## src/rtl/axi4_lite_pkg.sv

```systemverilog
// ============================================================================
// Module  : axi4_lite_pkg
// Brief   : Shared defaults, FSM encodings and address helper for the AXI4-Lite slave memory.
// Revision: 1.0 - initial release
// ============================================================================
`default_nettype none

package axi4_lite_pkg;

   localparam int DEF_ADDR_WIDTH = 32;
   localparam int DEF_DATA_WIDTH = 32;
   localparam int DEF_MEM_DEPTH  = 16;

   typedef enum logic [1:0] {
      W_IDLE = 2'd0,
      W_ADDR = 2'd1,
      W_DATA = 2'd2,
      W_RESP = 2'd3
   } wr_state_e;

   typedef enum logic [0:0] {
      R_IDLE = 1'b0,
      R_DATA = 1'b1
   } rd_state_e;

   // Drop the byte offset, then keep only the index bits so accesses wrap.
   function automatic logic [31:0] addr_to_idx(input logic [63:0] addr,
                                               input int unsigned lsb,
                                               input int unsigned depth);
      logic [63:0] shifted;
      shifted = addr >> lsb;
      return shifted[31:0] & (depth - 32'd1);
   endfunction

endpackage

`default_nettype wire

```

## src/rtl/axil_mem_array.sv

```systemverilog
// ============================================================================
// Module  : axil_mem_array
// Brief   : MEM_DEPTH x DATA_WIDTH register file, async clear, byte-enable write,
//           combinational read.
// Revision: 1.0 - initial release
// ============================================================================
`default_nettype none

module axil_mem_array #(
   parameter int DATA_WIDTH = 32,
   parameter int MEM_DEPTH  = 16,
   localparam int IDX_W     = $clog2(MEM_DEPTH),
   localparam int STRB_W    = DATA_WIDTH / 8
) (
   input  logic                  clk,
   input  logic                  rst,
   input  logic                  we,
   input  logic [IDX_W-1:0]      wr_idx,
   input  logic [DATA_WIDTH-1:0] wr_data,
   input  logic [STRB_W-1:0]     wr_be,
   input  logic [IDX_W-1:0]      rd_idx,
   output logic [DATA_WIDTH-1:0] rd_data
);

   logic [DATA_WIDTH-1:0] mem [MEM_DEPTH];

   for (genvar w = 0; w < MEM_DEPTH; w++) begin : g_word
      always_ff @(posedge clk or posedge rst) begin
         if (rst) begin
            mem[w] <= '0;
         end else if (we && (wr_idx == IDX_W'(w))) begin
            for (int b = 0; b < STRB_W; b++) begin
               if (wr_be[b]) begin
                  mem[w][b*8 +: 8] <= wr_data[b*8 +: 8];
               end
            end
         end
      end
   end

   // Read is pre-write: a same-edge write only lands after this value is sampled.
   assign rd_data = mem[rd_idx];

endmodule

`default_nettype wire

```

## src/rtl/axi4_lite_slave_mem.sv

```systemverilog
// ============================================================================
// Module  : axi4_lite_slave_mem
// Brief   : AXI4-Lite slave endpoint backed by a word-addressed memory.
//           Optional macro AXIL_WSTRB_EN enables byte-lane write strobes.
// Revision: 1.0 - initial release
// ============================================================================
`default_nettype none

module axi4_lite_slave_mem
   import axi4_lite_pkg::*;
#(
   parameter int ADDR_WIDTH = DEF_ADDR_WIDTH,
   parameter int DATA_WIDTH = DEF_DATA_WIDTH,
   parameter int MEM_DEPTH  = DEF_MEM_DEPTH
) (
   input  logic                    ACLK,
   input  logic                    ARESETn,
   input  logic [ADDR_WIDTH-1:0]   AWADDR,
   input  logic                    AWVALID,
   output logic                    AWREADY,
   input  logic [DATA_WIDTH-1:0]   WDATA,
   input  logic [DATA_WIDTH/8-1:0] WSTRB,
   input  logic                    WVALID,
   output logic                    WREADY,
   output logic                    BVALID,
   input  logic                    BREADY,
   input  logic [ADDR_WIDTH-1:0]   ARADDR,
   input  logic                    ARVALID,
   output logic                    ARREADY,
   output logic [DATA_WIDTH-1:0]   RDATA,
   output logic                    RVALID,
   input  logic                    RREADY
);

   localparam int STRB_W   = DATA_WIDTH / 8;
   localparam int ADDR_LSB = $clog2(STRB_W);
   localparam int IDX_W    = $clog2(MEM_DEPTH);

   logic                  rst_done;
   wr_state_e             wr_state;
   wr_state_e             wr_next;
   rd_state_e             rd_state;
   rd_state_e             rd_next;
   logic                  aw_hs;
   logic                  w_hs;
   logic                  ar_hs;
   logic                  mem_we;
   logic [ADDR_WIDTH-1:0] held_awaddr;
   logic [DATA_WIDTH-1:0] held_wdata;
   logic [ADDR_WIDTH-1:0] wr_addr_sel;
   logic [DATA_WIDTH-1:0] wr_data_sel;
   logic [STRB_W-1:0]     wr_be;
   logic [IDX_W-1:0]      wr_idx;
   logic [IDX_W-1:0]      rd_idx;
   logic [DATA_WIDTH-1:0] mem_rd_data;

   assign aw_hs = AWVALID && AWREADY;
   assign w_hs  = WVALID && WREADY;
   assign ar_hs = ARVALID && ARREADY;

   // Readies stay low for the first cycle after reset release.
   always_ff @(posedge ACLK or posedge ARESETn) begin
      if (ARESETn) rst_done <= 1'b0;
      else         rst_done <= 1'b1;
   end

   // ---------------- write FSM ----------------
   always_ff @(posedge ACLK or posedge ARESETn) begin
      if (ARESETn) wr_state <= W_IDLE;
      else         wr_state <= wr_next;
   end

   always_comb begin
      wr_next = wr_state;
      case (wr_state)
         W_IDLE: begin
            if (aw_hs && w_hs) wr_next = W_RESP;
            else if (aw_hs)    wr_next = W_ADDR;
            else if (w_hs)     wr_next = W_DATA;
         end
         W_ADDR:  if (w_hs)   wr_next = W_RESP;
         W_DATA:  if (aw_hs)  wr_next = W_RESP;
         W_RESP:  if (BREADY) wr_next = W_IDLE;
         default:             wr_next = W_IDLE;
      endcase
   end

   always_comb begin
      AWREADY = rst_done && ((wr_state == W_IDLE) || (wr_state == W_DATA));
      WREADY  = rst_done && ((wr_state == W_IDLE) || (wr_state == W_ADDR));
      BVALID  = (wr_state == W_RESP);
   end

   always_ff @(posedge ACLK or posedge ARESETn) begin
      if (ARESETn) begin
         held_awaddr <= '0;
         held_wdata  <= '0;
      end else begin
         if (aw_hs) held_awaddr <= AWADDR;
         if (w_hs)  held_wdata  <= WDATA;
      end
   end

   // Commit on the edge where the second half of the AW/W pair arrives.
   assign mem_we      = (wr_state != W_RESP) && (wr_next == W_RESP);
   assign wr_addr_sel = aw_hs ? AWADDR : held_awaddr;
   assign wr_data_sel = w_hs  ? WDATA  : held_wdata;
   assign wr_idx      = IDX_W'(addr_to_idx(64'(wr_addr_sel), ADDR_LSB, MEM_DEPTH));
   assign rd_idx      = IDX_W'(addr_to_idx(64'(ARADDR), ADDR_LSB, MEM_DEPTH));

`ifdef AXIL_WSTRB_EN
   logic [STRB_W-1:0] held_wstrb;

   always_ff @(posedge ACLK or posedge ARESETn) begin
      if (ARESETn)   held_wstrb <= '0;
      else if (w_hs) held_wstrb <= WSTRB;
   end

   assign wr_be = w_hs ? WSTRB : held_wstrb;
`else
   logic unused_wstrb;

   assign unused_wstrb = ^WSTRB;
   assign wr_be        = '1;
`endif

   axil_mem_array #(
      .DATA_WIDTH (DATA_WIDTH),
      .MEM_DEPTH  (MEM_DEPTH)
   ) u_mem (
      .clk     (ACLK),
      .rst     (ARESETn),
      .we      (mem_we),
      .wr_idx  (wr_idx),
      .wr_data (wr_data_sel),
      .wr_be   (wr_be),
      .rd_idx  (rd_idx),
      .rd_data (mem_rd_data)
   );

   // ---------------- read FSM ----------------
   always_ff @(posedge ACLK or posedge ARESETn) begin
      if (ARESETn) rd_state <= R_IDLE;
      else         rd_state <= rd_next;
   end

   always_comb begin
      rd_next = rd_state;
      case (rd_state)
         R_IDLE:  if (ar_hs)  rd_next = R_DATA;
         R_DATA:  if (RREADY) rd_next = R_IDLE;
         default:             rd_next = R_IDLE;
      endcase
   end

   always_comb begin
      ARREADY = rst_done && (rd_state == R_IDLE);
      RVALID  = (rd_state == R_DATA);
   end

   always_ff @(posedge ACLK or posedge ARESETn) begin
      if (ARESETn)    RDATA <= '0;
      else if (ar_hs) RDATA <= mem_rd_data;
   end

endmodule

`default_nettype wire

```

## config.mk

```make
export PLATFORM = sky130hd
export DESIGN_NAME = axi4_lite_slave_mem
export DESIGN_NICKNAME = d
export VERILOG_FILES = /design/src/rtl/axi4_lite_pkg.sv /design/src/rtl/axil_mem_array.sv /design/src/rtl/axi4_lite_slave_mem.sv
export SDC_FILE = /design/constraint.sdc
export NUM_CORES = 1
export LEC_CHECK = 0
export ABC_AREA = 0
export CORE_ASPECT_RATIO = 1.5
export CORE_MARGIN = 2
export CORE_UTILIZATION = 30
export DETAILED_ROUTE_END_ITERATION = 7
export GPL_TIMING_DRIVEN = 0
export PLACE_DENSITY = 0.44
export SYNTH_ARGS = -nofsm -noshare
export SYNTH_HDL_FRONTEND = slang
export SYNTH_SLANG_ARGS = --single-unit
```

## constraint.sdc

```tcl
create_clock -name ACLK -period 56.3 [get_ports ACLK]
set_clock_uncertainty 0.2 [all_clocks]
set_input_delay 5.63 -clock ACLK [delete_from_list [all_inputs] [get_ports ACLK]]
set_output_delay 5.63 -clock ACLK [all_outputs]
set_load 0.03 [all_outputs]
```

==> results.cfg, run 1 <==
[status]
status = finished clean

[global_routing]
top_usage_layer = met2
grtUsageMet1_pct = 23.2
grt_pass1_vias = 17000
antenna_found_initial = 0
use_met2_pct = 34.4
grt_pass1_wl_um = 121000
track_usage_pct = 18.9
grt-ovfl-total = 0
grt_max_degree = 133
met3_usage_pct = 2.38

[detailed_routing]
drt_iter0_drc = 943
antenna_left = 0
drt_pre_antenna_iters = 5
drt_wl_total_um = 82400
avgRoutedWirePerCell_um = 26.7
route.detailed.drc = 0
vias_per_cell = 5.00
vias = 15400

[clock_network]
cts_buffers = 59
cts-root-buf = clkbuf_16
cts_hold_buffers = 0
htree_num_levels = 2
cts.sinks = 584
clk_pin_slew_ns = 0.07
clk_path_buf_depth = 3
post-cts-setup-buffers = 0
clk_latency_ns = 0.65
post_cts_resized = 0
cts_tree = done

[cells_and_area]
stdcell_count = 3085
final_util_pct = 35.5
layout-drive-gt1-share_pct = 38.6
fin_nets = 2012
syn_to_final_growth_pct = 17.3
antennaDiodeCount = 0
num-fill-cells = 8269

[worst_setup_path]
reg2reg_from = rst_done
cp_max_fo = 10
crit_path_end_kind = flip-flop
cp-startpoint = ARADDR[2]
required_ns = 56.62
path_class = in2reg
crit_path_start_kind = primary input
arrival_ns = 9.48

[synth]
synth_area_sq_mm = 0.0258
syn_inst = 1757
ys_types = 32
ys_ff_latch = 584
ys_warn_count = 0
dominantRegCellSynth = dfrtp_1
syn_area_per_cell_sq_um = 14.7
synth_fp_nets = 1864
synth_edf_count = 0
ys_seq_area_share_pct = 56.6
synth-async-reset-ratio_pct = 100

[floorplanning]
rows = 131
fp.dieW_um = 244
die_y_um = 363
pin_count = 144
core_sq_mm = 0.0852
initial_core_util_pct = 30.3
die_area_sq_mm = 0.0885

[timing]
finalSetupTns_ns = 0
relSlewSlack_pct = 10.8
fmax_mhz = 109
timing.final.crit_share_pct = 16.3
drv_slew = 0
period_minus_slack_ns = 9.16
hold_viol = 0
setup_viol = 0
rsz0062_at_grt = no
worstMarginPinSlew_ns = 1.34

[power_and_ir_drop]
power_density_mw_per_mm2 = 47.9
peakVddDrop_mv = 0.0229
power_mw = 1.45
leakagePower_nw = 13.8

[placed_design]
gp_congestion = 0.761
dp_hpwl_um = 54500
dp_cells = 2974
io_buffers = 82

[hold_path]
hp-class = reg2reg
hp-start = u_mem.mem[486]

[flow_run]
cap_viol_max_count = 0
layout by cell type (no fill, tap or decap), types with 13 or more instances in the layout:
master	n
buf_2	66
dfrtp_1	584
mux2i_1	130
mux2_2	498
a31oi_1	31
nand4_1	26
mux2_1	46
clkbuf_1	81
mux4_2	63
a21oi_1	16
clkbuf_8	18
nand2_1	66
clkinv_2	13
a22oi_1	63
a211oi_2	15
clkdlybuf4s50_1	82
nor2_1	36
clkbuf_16	61
layout make-up:
type | instances | area [sq um] | area share, %
Buffer | 145 | 628 | 2.07
Clock buffer | 90 | 1820 | 5.99
Timing Repair Buffer | 87 | 958 | 3.16
Multi-Input combinational cell | 1023 | 10600 | 34.9
Sequential cell | 584 | 14600 | 48.3
Clock inverter | 21 | 251 | 0.830
Inverter | 5 | 26.3 | 0.0868
Tap cell | 1130 | 1410 | 4.67
final timing paths:
path / endpoint / slack, ns / cells after the start
max: RDATA[19] / 47.14 / 7
min: u_mem.mem[486] / 0.29 / 1
max reg2reg: u_mem.mem[229] / 52.68 / 7
min reg2reg: u_mem.mem[486] / 0.29 / 1
max in group asynchronous: u_mem.mem[335] / 48.87 / 5
min in group asynchronous: held_awaddr[4] / 5.24 / 2
report_power, final:
part	total, mW	leakage [nW]	internal, mW	switching (mW)
registers	0.646	7.67	0.572	0.0741
logic	0.384	5.08	0.190	0.193
clock network	0.421	1.03	0.245	0.176
flip-flops by register name (all words and copies together), names as in the netlist:
register / cells
u_mem.mem: 512
RDATA: 32
held_wdata: 32
held_awaddr: 4
wr_state: 2
RVALID: 1
rst_done: 1
routing by layer:
metal  vias to the layer above  routed length, um
li1                       6735                  -
met1                      8329              34600
met2                       246              43200
met3                       106               2440
met4                         0               2210
met5                         -                  0
kinds of logic after synthesis:
group                  after synthesis  share of synthesized area (%)
multiplexers                       739                           34.4
flip-flops                         584                           56.6
AND/OR/NAND/NOR                    152                           2.75
buffers and inverters              150                           2.50
AO/OA/AOI/OAI                      131                           3.72
other                                1                         0.0145
synth_stat cells, types with 16 or more instances:
master | count | area [sq um]
dfrtp_1 | 584 | 14600
mux2i_1 | 130 | 1300
nand2_1 | 66 | 248
mux4_2 | 63 | 1420
a31oi_1 | 31 | 194
mux2_1 | 46 | 518
a21oi_1 | 16 | 80.1
nor2_1 | 36 | 135
buf_2 | 66 | 330
nand4_1 | 26 | 163
a22oi_1 | 63 | 473
clkbuf_1 | 71 | 267
mux2_2 | 498 | 5610
worst max-delay path, cell delays in order:
cell,delay [ns]
clkdlybuf4s50_1,0.54
clkbuf_1,0.74
buf_1,0.94
clkbuf_1,0.82
mux4_2,0.42
a22oi_1,0.26
a21oi_1,0.10
through the flow:
step | hold WS, ns | worst slack [ns] | instance area [sq um]
4_1_cts | 0.289 | 47.01 | 30300
3_3_place_gp | 0.262 | 26.93 | 28100
2_1_floorplan | 0.252 | 34.13 | 25800
5_1_grt | 0.303 | 46.96 | 30300
3_5_place_dp | 0.274 | 46.33 | 28200
6_report | 0.287 | 47.14 | 30300
Note: power is estimated with default switching activity, not from simulation.
==> inputs of run 2 (changes only) <==
- clock period: 56.3 -> 8.8 ns (I/O delays scaled with it)
==> run 2 against run 1 <==
First-iteration DRC count grew 0.42%. Routed wire length up 0.53%. Final cell count up 0.39%. Highest routed layer unchanged.
==> results.cfg, run 2 (synthesis results as in run 1) <==
[global_routing]
grt-ovfl-total = 0
grt_max_degree = 43
antenna_found_initial = 0
grt_pass1_vias = 17000
track_usage_pct = 18.9
grt_pass1_wl_um = 122000

[power_and_ir_drop]
peakVddDrop_mv = 0.151
p_int_mw = 6.44
switchingPower_mw = 2.83
power_mw = 9.28
p_comb_share_pct = 26.6
p_seq_share_pct = 44.6
power_density_mw_per_mm2 = 305
pwr-share-clk_pct = 28.7
leakagePower_nw = 13.8
swShare_pct = 30.5

[worst_setup_path]
cp_num_cells = 7
crit_path_start_kind = primary input
slowest_delay_ns = 0.89
r2r-end = u_mem.mem[6]
crit_top_cell = clkbuf_1
reg2reg_depth = 7
cp_max_fo = 10
critical_path.top_delay_family = buffers and inverters
path_class = in2reg
cp-startpoint = ARADDR[2]
critical_path.slowest_cell = buf_1
reg2reg_from = rst_done
required_ns = 9.12
cp_cell_sequence = clkdlybuf4s50_1 -> clkbuf_1 -> buf_1 -> clkbuf_1 -> mux4_2 -> a22oi_1 -> a21oi_1
arrival_ns = 4.76
cp_num_buf_inv = 4
crit_path_end_kind = flip-flop
r2r_slack_ns = 5.12

[timing]
worstMarginPinSlew_ns = 1.36
fmax_mhz = 225
rsz0062_at_grt = no
drv_slew = 0
setup_slack_ns = 4.36
setup_viol = 0
relSlewSlack_pct = 8.98
period_minus_slack_ns = 4.44
timing.final.crit_share_pct = 50.5
finalSetupTns_ns = 0
hold_viol = 0

[detailed_routing]
avgRoutedWirePerCell_um = 26.8
vias = 15600
antenna_left = 0
drt_wl_total_um = 82900
route.detailed.drc = 0
drt_iter0_drc = 947
drt_pre_antenna_iters = 5
vias_per_cell = 5.03

[cells_and_area]
syn_to_final_growth_pct = 17.8
layout-drive-gt1-share_pct = 38.7
fin_nets = 2022
most-common-layout-cells = dfrtp_1 (584), mux2_2 (498), mux2i_1 (130)
final_util_pct = 35.7
reg_top3 = u_mem.mem: 512 flops, RDATA: 32 flops, held_wdata: 32 flops
top_register = u_mem.mem
largest_register_ffs = 512
final_common_cell = dfrtp_1

[clock_network]
cts_buffers = 59
cts_tree = done
cts-root-buf = clkbuf_16
cts.sinks = 584
post_cts_resized = 0
clk_path_buf_depth = 3
cts_hold_buffers = 0
htree_num_levels = 2
clk_pin_slew_ns = 0.06
post-cts-setup-buffers = 0
clk_latency_ns = 0.65

[hold_path]
hp-class = reg2reg
hp-start = u_mem.mem[161]
hold_path_depth = 1
min_delay_worst_endpoint = u_mem.mem[161]

[flow_run]
cap_viol_max_count = 0

[floorplanning]
rows = 131
core_sq_mm = 0.0852
die_area_sq_mm = 0.0885
initial_core_util_pct = 30.3
fp.dieW_um = 244
die_y_um = 363
pin_count = 144

[placed_design]
dpl_worst_slack_ns = 3.59
gp_congestion = 0.777
io_buffers = 82
dp_hpwl_um = 55800

[status]
status = finished clean
[run 2: changes by cell type in the layout (fill, tap and decap cells not counted), sizes merged]
cell    change
diode       +1
clkbuf      +6
clkinv      -5
buf        +10
[run 2: stage by stage]
stage                     instance area [sq um]  cells  hold slack [ns]
after floorplan                           25800   1757            0.252
after global placement                    28100   2969            0.263
after detailed placement                  28400   2984            0.274
after CTS                                 30400   3096            0.289
after global routing                      30400   3096            0.299
final                                     30400   3097            0.283
[run 2: power groups by stage]
| stage | combinational (mW) | sequential, mW | clock, mW |
|---|---|---|---|
| floorplan | 1.71 | 4.12 | 0 |
| CTS | 2.51 | 4.14 | 2.75 |
| global route | 2.69 | 4.25 | 2.86 |
| finish | 2.47 | 4.14 | 2.66 |
| global placement | 2.42 | 4.15 | 0 |
| detailed placement | 2.50 | 4.19 | 0 |
[run 2: worst max path at each step]
stage	end
after global placement	u_mem.mem[345]
after CTS	RDATA[19]
after detailed placement	RDATA[19]
after global routing	RDATA[19]
after floorplan	RDATA[0]
final	RDATA[19]
[run 2: layout make-up]
| type | count | area (sq um) |
|---|---|---|
| plain buffers | 145 | 628 |
| well taps | 1130 | 1410 |
| clock buffers | 96 | 1830 |
| clock inverters | 16 | 220 |
| multi-input cells | 1023 | 10600 |
| repair buffers | 97 | 1120 |
| inverters | 5 | 22.5 |
| flip-flops and latches | 584 | 14600 |
| fillers | 8318 | 54800 |
| diodes | 1 | 2.50 |
[run 2: layer usage]
| metal | vias to the layer above | track usage (%) | share of wire [%] |
|---|---|---|---|
| li1 | 6768 | - | - |
| met5 | - | 0 | 0 |
| met3 | 125 | 2.54 | 3.3 |
| met1 | 8398 | 23.1 | 41 |
| met4 | 0 | 6.54 | 3.4 |
| met2 | 300 | 34.2 | 52 |
